File: src/rtl/if_id_pkg.sv
// if_id_pkg: shared constants for the IF/ID elastic buffer.
//   Instruction field offsets and widths, the NOP bubble encoding, the
//   PC increment, and the reference layout of one buffered entry.
package if_id_pkg;

  localparam int unsigned INSTR_W   = 32;
  localparam int unsigned OPC_LSB   = 26;
  localparam int unsigned OPC_W     = 6;
  localparam int unsigned RS_LSB    = 21;
  localparam int unsigned RT_LSB    = 16;
  localparam int unsigned RD_LSB    = 11;
  localparam int unsigned REG_W     = 5;
  localparam int unsigned FUNCT_W   = 6;
  localparam int unsigned IMM_W     = 16;
  localparam int unsigned JMP_W     = 26;
  localparam int unsigned MAX_DEPTH = 8;

  // sll $0,$0,0 -- presented whenever the buffer is empty
  localparam logic [INSTR_W-1:0] NOP_INSTR = 32'h0000_0000;
  localparam int unsigned        PC_INC    = 4;

  // Entry layout for the default 32-bit PC; the top packs the same
  // {instr, pc} order into a flat vector sized by its PC_W parameter.
  typedef struct packed {
    logic [INSTR_W-1:0] instr;
    logic [31:0]        pc;
  } if_id_entry_t;

endpackage

File: src/rtl/if_id_fifo.sv
// if_id_fifo: DEPTH-entry circular buffer with pointer/count bookkeeping.
//   clk, rst      : clock, asynchronous active-high reset of pointers/count
//   push, pop     : caller-qualified write / read-advance strobes
//   clear         : synchronous empty; overrides push and pop
//   wr_data       : entry written on push
//   rd_data       : entry at the read pointer (head)
//   count         : occupancy 0..DEPTH
// Storage itself is never reset; consumers must gate on count.
module if_id_fifo #(
  parameter int unsigned DEPTH    = 2,
  parameter int unsigned W        = 64,
  parameter int unsigned CNT_BITS = $clog2(DEPTH + 1)
) (
  input  logic                clk,
  input  logic                rst,
  input  logic                push,
  input  logic                pop,
  input  logic                clear,
  input  logic [W-1:0]        wr_data,
  output logic [W-1:0]        rd_data,
  output logic [CNT_BITS-1:0] count
);

  localparam int unsigned PTR_W = (DEPTH > 1) ? $clog2(DEPTH) : 1;

  logic [W-1:0]        mem_q [DEPTH];
  logic [PTR_W-1:0]    wr_ptr_q, wr_ptr_d;
  logic [PTR_W-1:0]    rd_ptr_q, rd_ptr_d;
  logic [CNT_BITS-1:0] count_q, count_d;

  // Explicit wrap so non-power-of-2 depths never index past the array
  function automatic logic [PTR_W-1:0] ptr_inc(input logic [PTR_W-1:0] p);
    return (p == PTR_W'(DEPTH - 1)) ? '0 : p + PTR_W'(1);
  endfunction

  always_comb begin
    wr_ptr_d = wr_ptr_q;
    rd_ptr_d = rd_ptr_q;
    count_d  = count_q;
    if (clear) begin
      wr_ptr_d = '0;
      rd_ptr_d = '0;
      count_d  = '0;
    end else begin
      if (push) wr_ptr_d = ptr_inc(wr_ptr_q);
      if (pop)  rd_ptr_d = ptr_inc(rd_ptr_q);
      unique case ({push, pop})
        2'b10:   count_d = count_q + CNT_BITS'(1);
        2'b01:   count_d = count_q - CNT_BITS'(1);
        default: count_d = count_q;
      endcase
    end
  end

  always_ff @(posedge clk or posedge rst) begin
    if (rst) begin
      wr_ptr_q <= '0;
      rd_ptr_q <= '0;
      count_q  <= '0;
    end else begin
      wr_ptr_q <= wr_ptr_d;
      rd_ptr_q <= rd_ptr_d;
      count_q  <= count_d;
    end
  end

  always_ff @(posedge clk) begin
    if (push && !clear) mem_q[wr_ptr_q] <= wr_data;
  end

  assign rd_data = mem_q[rd_ptr_q];
  assign count   = count_q;

endmodule

File: src/rtl/if_id_stage_buf.sv
// if_id_stage_buf: DEPTH-entry elastic IF/ID buffer with head decode.
//   clk, reset_in          : clock, asynchronous active-high reset
//   enable, flush          : global advance, squash (empties buffer)
//   in_valid/in_ready      : fetch handshake; in_ready = count<DEPTH
//   Instruction_memory_in, PC_in : fetched word and its address
//   out_valid/out_ready    : decode handshake; out_valid = count>0
//   *_out fields           : head instruction fields, all 0 when empty
//   PC_Counter_out         : head PC + 4, 0 when empty
// Optional macro IF_ID_PERF_EN adds saturating stall_cnt_out and
// bubble_cnt_out (CNT_W bits), cleared only by reset_in.
module if_id_stage_buf
  import if_id_pkg::*;
#(
  parameter int unsigned PC_W  = 32,
  parameter int unsigned DEPTH = 2,
  parameter int unsigned CNT_W = 16
) (
  input  logic              clk,
  input  logic              reset_in,
  input  logic              enable,
  input  logic              flush,
  input  logic              in_valid,
  output logic              in_ready,
  input  logic [31:0]       Instruction_memory_in,
  input  logic [PC_W-1:0]   PC_in,
  output logic              out_valid,
  input  logic              out_ready,
  output logic [5:0]        Op_code_out,
  output logic [4:0]        Read_Reg_1_out,
  output logic [4:0]        IF_ID_Rs_out,
  output logic [4:0]        Rs_Hazard_out,
  output logic [4:0]        Read_Reg_2_out,
  output logic [4:0]        IF_ID_Rt_out,
  output logic [4:0]        Rt_Hazard_out,
  output logic [4:0]        IF_ID_Rd_out,
  output logic [5:0]        Funct_out,
  output logic [15:0]       sign_extend_input_out,
  output logic [25:0]       Jump_Offset_out,
  output logic [PC_W-1:0]   PC_Counter_out
`ifdef IF_ID_PERF_EN
  ,
  output logic [CNT_W-1:0]  stall_cnt_out,
  output logic [CNT_W-1:0]  bubble_cnt_out
`endif
);

  localparam int unsigned CNT_BITS = $clog2(DEPTH + 1);
  localparam int unsigned ENT_W    = INSTR_W + PC_W;

  if (DEPTH < 1 || DEPTH > MAX_DEPTH || CNT_W < 1) begin : g_param_chk
    $error("if_id_stage_buf: DEPTH must be 1..8 and CNT_W >= 1");
  end

  logic                push, pop;
  logic [ENT_W-1:0]    wr_entry, rd_entry;
  logic [CNT_BITS-1:0] count;
  logic [INSTR_W-1:0]  head_instr;

  assign in_ready  = (count < CNT_BITS'(DEPTH));
  assign out_valid = (count != '0);
  assign push      = in_valid  & in_ready  & enable & ~flush;
  assign pop       = out_valid & out_ready & enable & ~flush;
  assign wr_entry  = {Instruction_memory_in, PC_in};

  if_id_fifo #(
    .DEPTH (DEPTH),
    .W     (ENT_W)
  ) u_fifo (
    .clk     (clk),
    .rst     (reset_in),
    .push    (push),
    .pop     (pop),
    .clear   (flush),
    .wr_data (wr_entry),
    .rd_data (rd_entry),
    .count   (count)
  );

  // Gate on out_valid so unreset storage never leaks to decode
  always_comb begin
    head_instr     = NOP_INSTR;
    PC_Counter_out = '0;
    if (out_valid) begin
      head_instr     = rd_entry[ENT_W-1 -: INSTR_W];
      PC_Counter_out = rd_entry[PC_W-1:0] + PC_W'(PC_INC);
    end
  end

  assign Op_code_out           = head_instr[OPC_LSB +: OPC_W];
  assign Read_Reg_1_out        = head_instr[RS_LSB +: REG_W];
  assign IF_ID_Rs_out          = head_instr[RS_LSB +: REG_W];
  assign Rs_Hazard_out         = head_instr[RS_LSB +: REG_W];
  assign Read_Reg_2_out        = head_instr[RT_LSB +: REG_W];
  assign IF_ID_Rt_out          = head_instr[RT_LSB +: REG_W];
  assign Rt_Hazard_out         = head_instr[RT_LSB +: REG_W];
  assign IF_ID_Rd_out          = head_instr[RD_LSB +: REG_W];
  assign Funct_out             = head_instr[FUNCT_W-1:0];
  assign sign_extend_input_out = head_instr[IMM_W-1:0];
  assign Jump_Offset_out       = head_instr[JMP_W-1:0];

`ifdef IF_ID_PERF_EN
  logic [CNT_W-1:0] stall_cnt_q, stall_cnt_d;
  logic [CNT_W-1:0] bubble_cnt_q, bubble_cnt_d;

  always_comb begin
    stall_cnt_d  = stall_cnt_q;
    bubble_cnt_d = bubble_cnt_q;
    if (in_valid && !in_ready && enable && !(&stall_cnt_q))
      stall_cnt_d = stall_cnt_q + CNT_W'(1);
    if (!out_valid && out_ready && enable && !(&bubble_cnt_q))
      bubble_cnt_d = bubble_cnt_q + CNT_W'(1);
  end

  always_ff @(posedge clk or posedge reset_in) begin
    if (reset_in) begin
      stall_cnt_q  <= '0;
      bubble_cnt_q <= '0;
    end else begin
      stall_cnt_q  <= stall_cnt_d;
      bubble_cnt_q <= bubble_cnt_d;
    end
  end

  assign stall_cnt_out  = stall_cnt_q;
  assign bubble_cnt_out = bubble_cnt_q;
`endif

endmodule

File: config.mk
export PLATFORM = sky130hd
export DESIGN_NAME = if_id_stage_buf
export DESIGN_NICKNAME = d
export VERILOG_FILES = /design/src/rtl/if_id_pkg.sv /design/src/rtl/if_id_fifo.sv /design/src/rtl/if_id_stage_buf.sv
export SDC_FILE = /design/constraint.sdc
export NUM_CORES = 1
export LEC_CHECK = 0
export BUFFER_PORTS_ARGS = -buffer_cell sky130_fd_sc_hd__buf_4
export CORE_ASPECT_RATIO = 0.8
export CORE_MARGIN = 8
export CORE_UTILIZATION = 52
export CTS_CLUSTER_DIAMETER = 50
export DETAILED_ROUTE_END_ITERATION = 8
export GPL_TIMING_DRIVEN = 1
export PLACE_DENSITY = 0.91
export SLEW_MARGIN = 20
export SYNTH_ARGS = -nofsm -noshare
export SYNTH_HDL_FRONTEND = slang
export SYNTH_SLANG_ARGS = --single-unit
export TNS_END_PERCENT = 20
File: constraint.sdc
create_clock -name clk -period 6.5 [get_ports clk]
set_input_delay 0.975 -clock clk [delete_from_list [all_inputs] [get_ports clk]]
set_output_delay 0.975 -clock clk [all_outputs]
set_load 0.02 [all_outputs]
; ---- Yosys cells after proc, flatten, opt, wreduce, memory -nomap -nowiden
; Memory sizes are Yosys's and may differ from the RTL's.
; Cells that the tools add are included.
[word_totals]
regBits = 4
ramBits = 128
wordCells = 37
memories = 1
[memory_table]
columns = name, depth, width, rd, rd_ports_with_merged_regs, write_ports, line
row1 = u_fifo.mem_q, 2, 64, 1, 0, 1, if_id_fifo.sv:26  ; logic [W-1:0] mem_q [DEPTH];
[classes]
add_sub_neg = 5
magnitude_cmp = 1
eq_ne = 2
muxes = 12
bitwise = 7
reduce_logical = 6
[op_table]
columns = operator, count
row1 = 32-bit 2-to-1 mux, 2
row2 = "32-bit by 3-bit adder with 32-bit output, second input constant", 1
row3 = 1-bit 2-to-1 mux, 8
row4 = 1-bit bitwise AND, 6
row5 = 2-bit nonzero test, 3
row6 = 2-bit one-hot mux with 2 select lines, 1
row7 = 3-bit nonzero test, 1
row8 = "1-bit adder, second input constant", 2
row9 = "2-bit by 1-bit adder with 2-bit output, second input constant", 1
row10 = "2-bit by 1-bit == test with 1-bit output, second input constant", 1
row11 = "2-bit == test, second input constant", 1
row12 = "2-bit less-than comparator, second input constant", 1
row13 = 2-bit 2-to-1 mux, 1
row14 = "2-bit by 1-bit subtractor with 2-bit output, second input constant", 1
row15 = 1-bit logical AND, 1
row16 = 1-bit zero test, 1
row17 = 1-bit inverter, 1

; ---- Depth between registers and ports, before layout
[logic_depth]
word_depth = 7
ltp_mapped = 12
ltp_nobuf = 7

; ---- Cells and area by module
; Synthesis repeated with hierarchy kept, for this count alone.
[hier_totals]
cells_unflattened = 447
area_unflattened_um2 = 6541.3
[modules_own_cells]
columns = module, instances, cells_each, area_each_um2
row1 = if_id_fifo, 1, 219, 5032.3
row2 = if_id_stage_buf, 1, 228, 1508.9

; ---- Worst setup path after synthesis
; Ideal clock, no wire load.
[synth_path]
path_type = input to register
start = in in_valid
end = mem u_fifo.mem_q[1][0] (enable)
arrival_ps = 5841
required_time_ps = 5922
setup_slack_ps = 81
stages = 2
path_buffers = 0
cell_sequence = nand3_1 > nor3b_1
[synth_via]
elab_chain_cells = 6
[synth_lines]
columns = element, line
row1 = start: declaration, if_id_stage_buf.sv:22  ; input logic in_valid,
row2 = 1-bit bitwise AND (3 in series), if_id_stage_buf.sv:61  ; assign push = in_valid & in_ready & enable & ~flush;
row3 = 1-bit logical AND, if_id_fifo.sv:68  ; if (push && !clear) mem_q[wr_ptr_q] <= wr_data;
row4 = 1-bit 2-to-1 mux, if_id_fifo.sv:68
row5 = 1-bit 2-to-1 mux (implied by the code), if_id_fifo.sv:68
row6 = end: declaration, if_id_fifo.sv:26
; Every way passes these cells.

; ---- Worst setup path in the final report
[layout_path]
start = reg u_fifo.rd_ptr_q
end = out PC_Counter_out[24]
[layout_via]
elab_chain_cells = 3
[layout_lines]
columns = element, line
row1 = start: declaration, if_id_fifo.sv:28  ; logic [PTR_W-1:0] rd_ptr_q, rd_ptr_d;
row2 = start signal: assignment, if_id_fifo.sv:62  ; rd_ptr_q <= rd_ptr_d;
row3 = memory read 2 x 64 bit, -
row4 = 32-bit by 3-bit adder with 32-bit output, if_id_stage_buf.sv:85  ; PC_Counter_out = rd_entry[PC_W-1:0] + PC_W'(PC_INC);
row5 = 32-bit 2-to-1 mux, if_id_stage_buf.sv:83  ; if (out_valid) begin
row6 = end: declaration, if_id_stage_buf.sv:39  ; output logic [PC_W-1:0] PC_Counter_out
; Every way passes these cells.

==> results.md <==
* Outcome: completed
* Most frequent cells in the layout: 196 x buf_4, 128 x edfxtp_1, 51 x nor2_1
* Clock transition at path regs at about 60 ps
* Clk pwr share at between 40% and 50%
* Buffer type at the clock tree root: clkbuf_16
* GR peak layer: met2
* Asr flop ratio synth at around 3.0%
* Syn avg cell area at around 14 sq um
* Wire length per cell at approximately 20 um
* Final Net Count at roughly 680
* Final hold violations at 0
* Reg-to-reg setup timing slack at around 4400 ps
* Net switching power at 0.000483 W
* Post-layout minimum cycle time at roughly 4700 ps
* Drt via density at around 5.5
* Fmax at around 0.21 GHz
* Register bit count reported by yosys at 132
* GR Layer Usage met1 at between 20% and 30%
* I/O Pins at approximately 190
* Core area at 12,100 sq um
* CP max stage delay at ~920 ps
* Final max-slew violation count at 0
* R2R Path Start: u_fifo.count[1]
* Power Dens Cells at between 200 and 300 nW/um^2
* Vias in the first global route at approximately 4,600
* Routed WL at 15.4 mm
* Final setup vio count at 0
* ANT cells at 0
* Switching Fraction at 22.2%
* Post-CTS Resized at 0
* Synth Flop Type: edfxtp_1
* Largest net degree at the start of global routing at 65
* CTS max path bufs at 2
* CP Capture Type: output port
* Grt met2 use at between 30% and 40%
* GRT met3 Usage at under 10%
* Inst Count DP at around 750
* H-tree depth at 4
* DR DRC count at 0
* Min-Delay Path Class: input pin to asynchronous set/reset pin
* Die area at ~16,000 sq um
* Crit path max fanout at between 60 and 70
* Height of the die at ~120 um
* Critical path class: flip-flop to output port
* Max-cap violation count at 0
* Initial antenna violation count at 0
* Gate power share at 11.0%
* CTS sink cnt at around 130
* Buffers on Ports at 192
* Commonest non-fill, non-tap cell in the layout: buf_4
* Initial drt markers at about 340
* Initial Utilization at between 50 and 60%
* Filler cells at ~820
* Clock skew at ~9.5 ps
* Warnings, synthesis at 0
* Worst EP required at about 5500 ps
* Routed Antenna Nets at 0
* Pre-antenna DRT Iters at 5
* # rows at 36
* Maximum vdd ir drop at 0.218 mV
* Post-Syn Area at 6400 sq um
* First-pass GRT wire length at ~24 mm
* Share of cells above drive strength 1 at 41.1%
* Slew @ Worst Pin at slightly below 900 ps
* Post-Syn Nets at between 500 and 600
* Yosys cell types at 49
* Worst Setup SP: u_fifo.rd_ptr_q
* HPWL reported at the end of detailed placement at roughly 11 mm
* Crit path arrival time at 3710 ps
* Total grt overflow at 0
* Clock Latency Late Sink at approximately 420 ps
* Total number of vias at between 4,000 and 5,000
* Gate Count Post-Synth at about 470
* Rel. slew slack at 41.3%
* Crit-path cells: mux2_2, ha_1, inv_1, a211oi_2, nand4_2, or3_1, a21oi_1, buf_4
* Pint at between 0.0015 and 0.002 W
* TritonCTS Buffers at 17
* Flop pwr share at 44.7%
* Setup repair bufs after CTS at 0
* Die W at about 140 um
* RePlAce Congestion at about 0.9
* Startpoint Class: flip-flop
* EDFF count, synth at approximately 130
* Slowest CP cell: dfrtp_4
* Leak Pwr at 3.13 nW
* Unrepaired setup endpoints after global routing: false
* Synth-to-layout area growth at 27.1%
* TritonCTS clock tree: built
* Seq/Total Area, Yosys at between 60% and 70%
* Setup tns final at 0 ps
* Tcrit/Tclk final at roughly 72%
* Non-Filler Instances at 777
* # hold bufs at CTS at 0
* Total GRT Usage at a little under a fifth
## logic make-up after synthesis
group | after synthesis | share of synthesized area, %
buf+inv | 80 | 8.80
fa+ha+maj | 1 | 0.196
compound gates | 38 | 4.38
xor+xnor | 17 | 2.33
flops | 132 | 61.6
mux | 62 | 9.99
simple gates | 142 | 12.7
## critical path, delay by kind of cell (launching register included)
| kind | cells | cell delay (ps) |
|---|---|---|
| AOI/OAI and AO/OA | 2 | 840 |
| adders and majority gates | 1 | 160 |
| muxes | 1 | 310 |
| and+or+nand+nor | 2 | 790 |
| buffers and inverters | 2 | 240 |
| DFF | 1 | 920 |
## cells in the mapped netlist, drive strengths merged, types with 2 or more instances
cell type  number  area, sq um
a21oi          10         50.1
a221oi          2         17.5
a22oi           4         53.8
a311oi          2         17.5
a31oi           2         12.5
and2            3         18.8
and3            7         43.8
and4            2         17.5
buf            69          522
clkbuf          6         22.5
dfrtp           4          100
edfxtp        128         3840
inv             5         18.8
mux2           15          169
mux2i          47          470
nand2          20         75.1
nand3          19          100
nand3b          5         62.6
nand4          11          109
nand4b          4         65.1
nor2           52          195
nor3            5         30.0
nor3b           5         37.5
o21ai          10         50.1
o22ai           4         38.8
or3             6         37.5
xnor2           9         78.8
xor2            8         70.1
## worst paths after layout
check | end | cells past startpoint
min in group clk | u_fifo.wr_ptr_q | 2
worst max register to register | u_fifo.mem_q[1][19] | 4
max in group asynchronous | u_fifo.rd_ptr_q | 2
worst max-delay path | PC_Counter_out[24] | 8
worst min register to register | u_fifo.wr_ptr_q | 2
worst min-delay path | u_fifo.rd_ptr_q | 2
## flip-flops by register name (all words and copies together) (netlist names)
name and cells:
u_fifo.rd_ptr_q 1, u_fifo.mem_q 128, u_fifo.count 2, u_fifo.wr_ptr_q 1
## metrics by stage
step	setup WS (ps)	instance area, sq um	util, %	power (W)	hold slack (ps)
6_report	1820	8130	67.1	0.00217	437
5_1_grt	1640	8130	67.1	0.00224	438
4_1_cts	1860	8130	67.1	0.00219	423
3_5_place_dp	2320	7540	62.2	0.00123	583
3_3_place_gp	2440	7540	62.2	0.00122	555
2_1_floorplan	81.0	6400	-	0.00113	519
## power groups by stage
| stage | clock network, W | logic [W] | registers [W] |
|---|---|---|---|
| after floorplan | 0 | 0.000149 | 0.000983 |
| after global placement | 0 | 0.000233 | 0.000986 |
| after detailed placement | 0 | 0.000239 | 0.000988 |
| after CTS | 0.000975 | 0.000240 | 0.000971 |
| after global routing | 0.00101 | 0.000254 | 0.000973 |
| final | 0.000965 | 0.000239 | 0.000971 |
## metal layers
layer,up-vias,wire length [um]
li1,1982,-
met1,2077,5950
met2,228,7720
met3,25,1420
met4,0,264
met5,-,0
## final cells by class
class	count	area, sq um	area share, %
multi-input cells	260	1910	23.5
clock buffers	19	433	5.32
inverters	5	18.8	0.231
repair buffers	196	1470	18.1
clock inverters	13	164	2.02
well taps	152	190	2.34
flip-flops and latches	132	3950	48.5
Note: power is estimated with default switching activity, not from simulation.
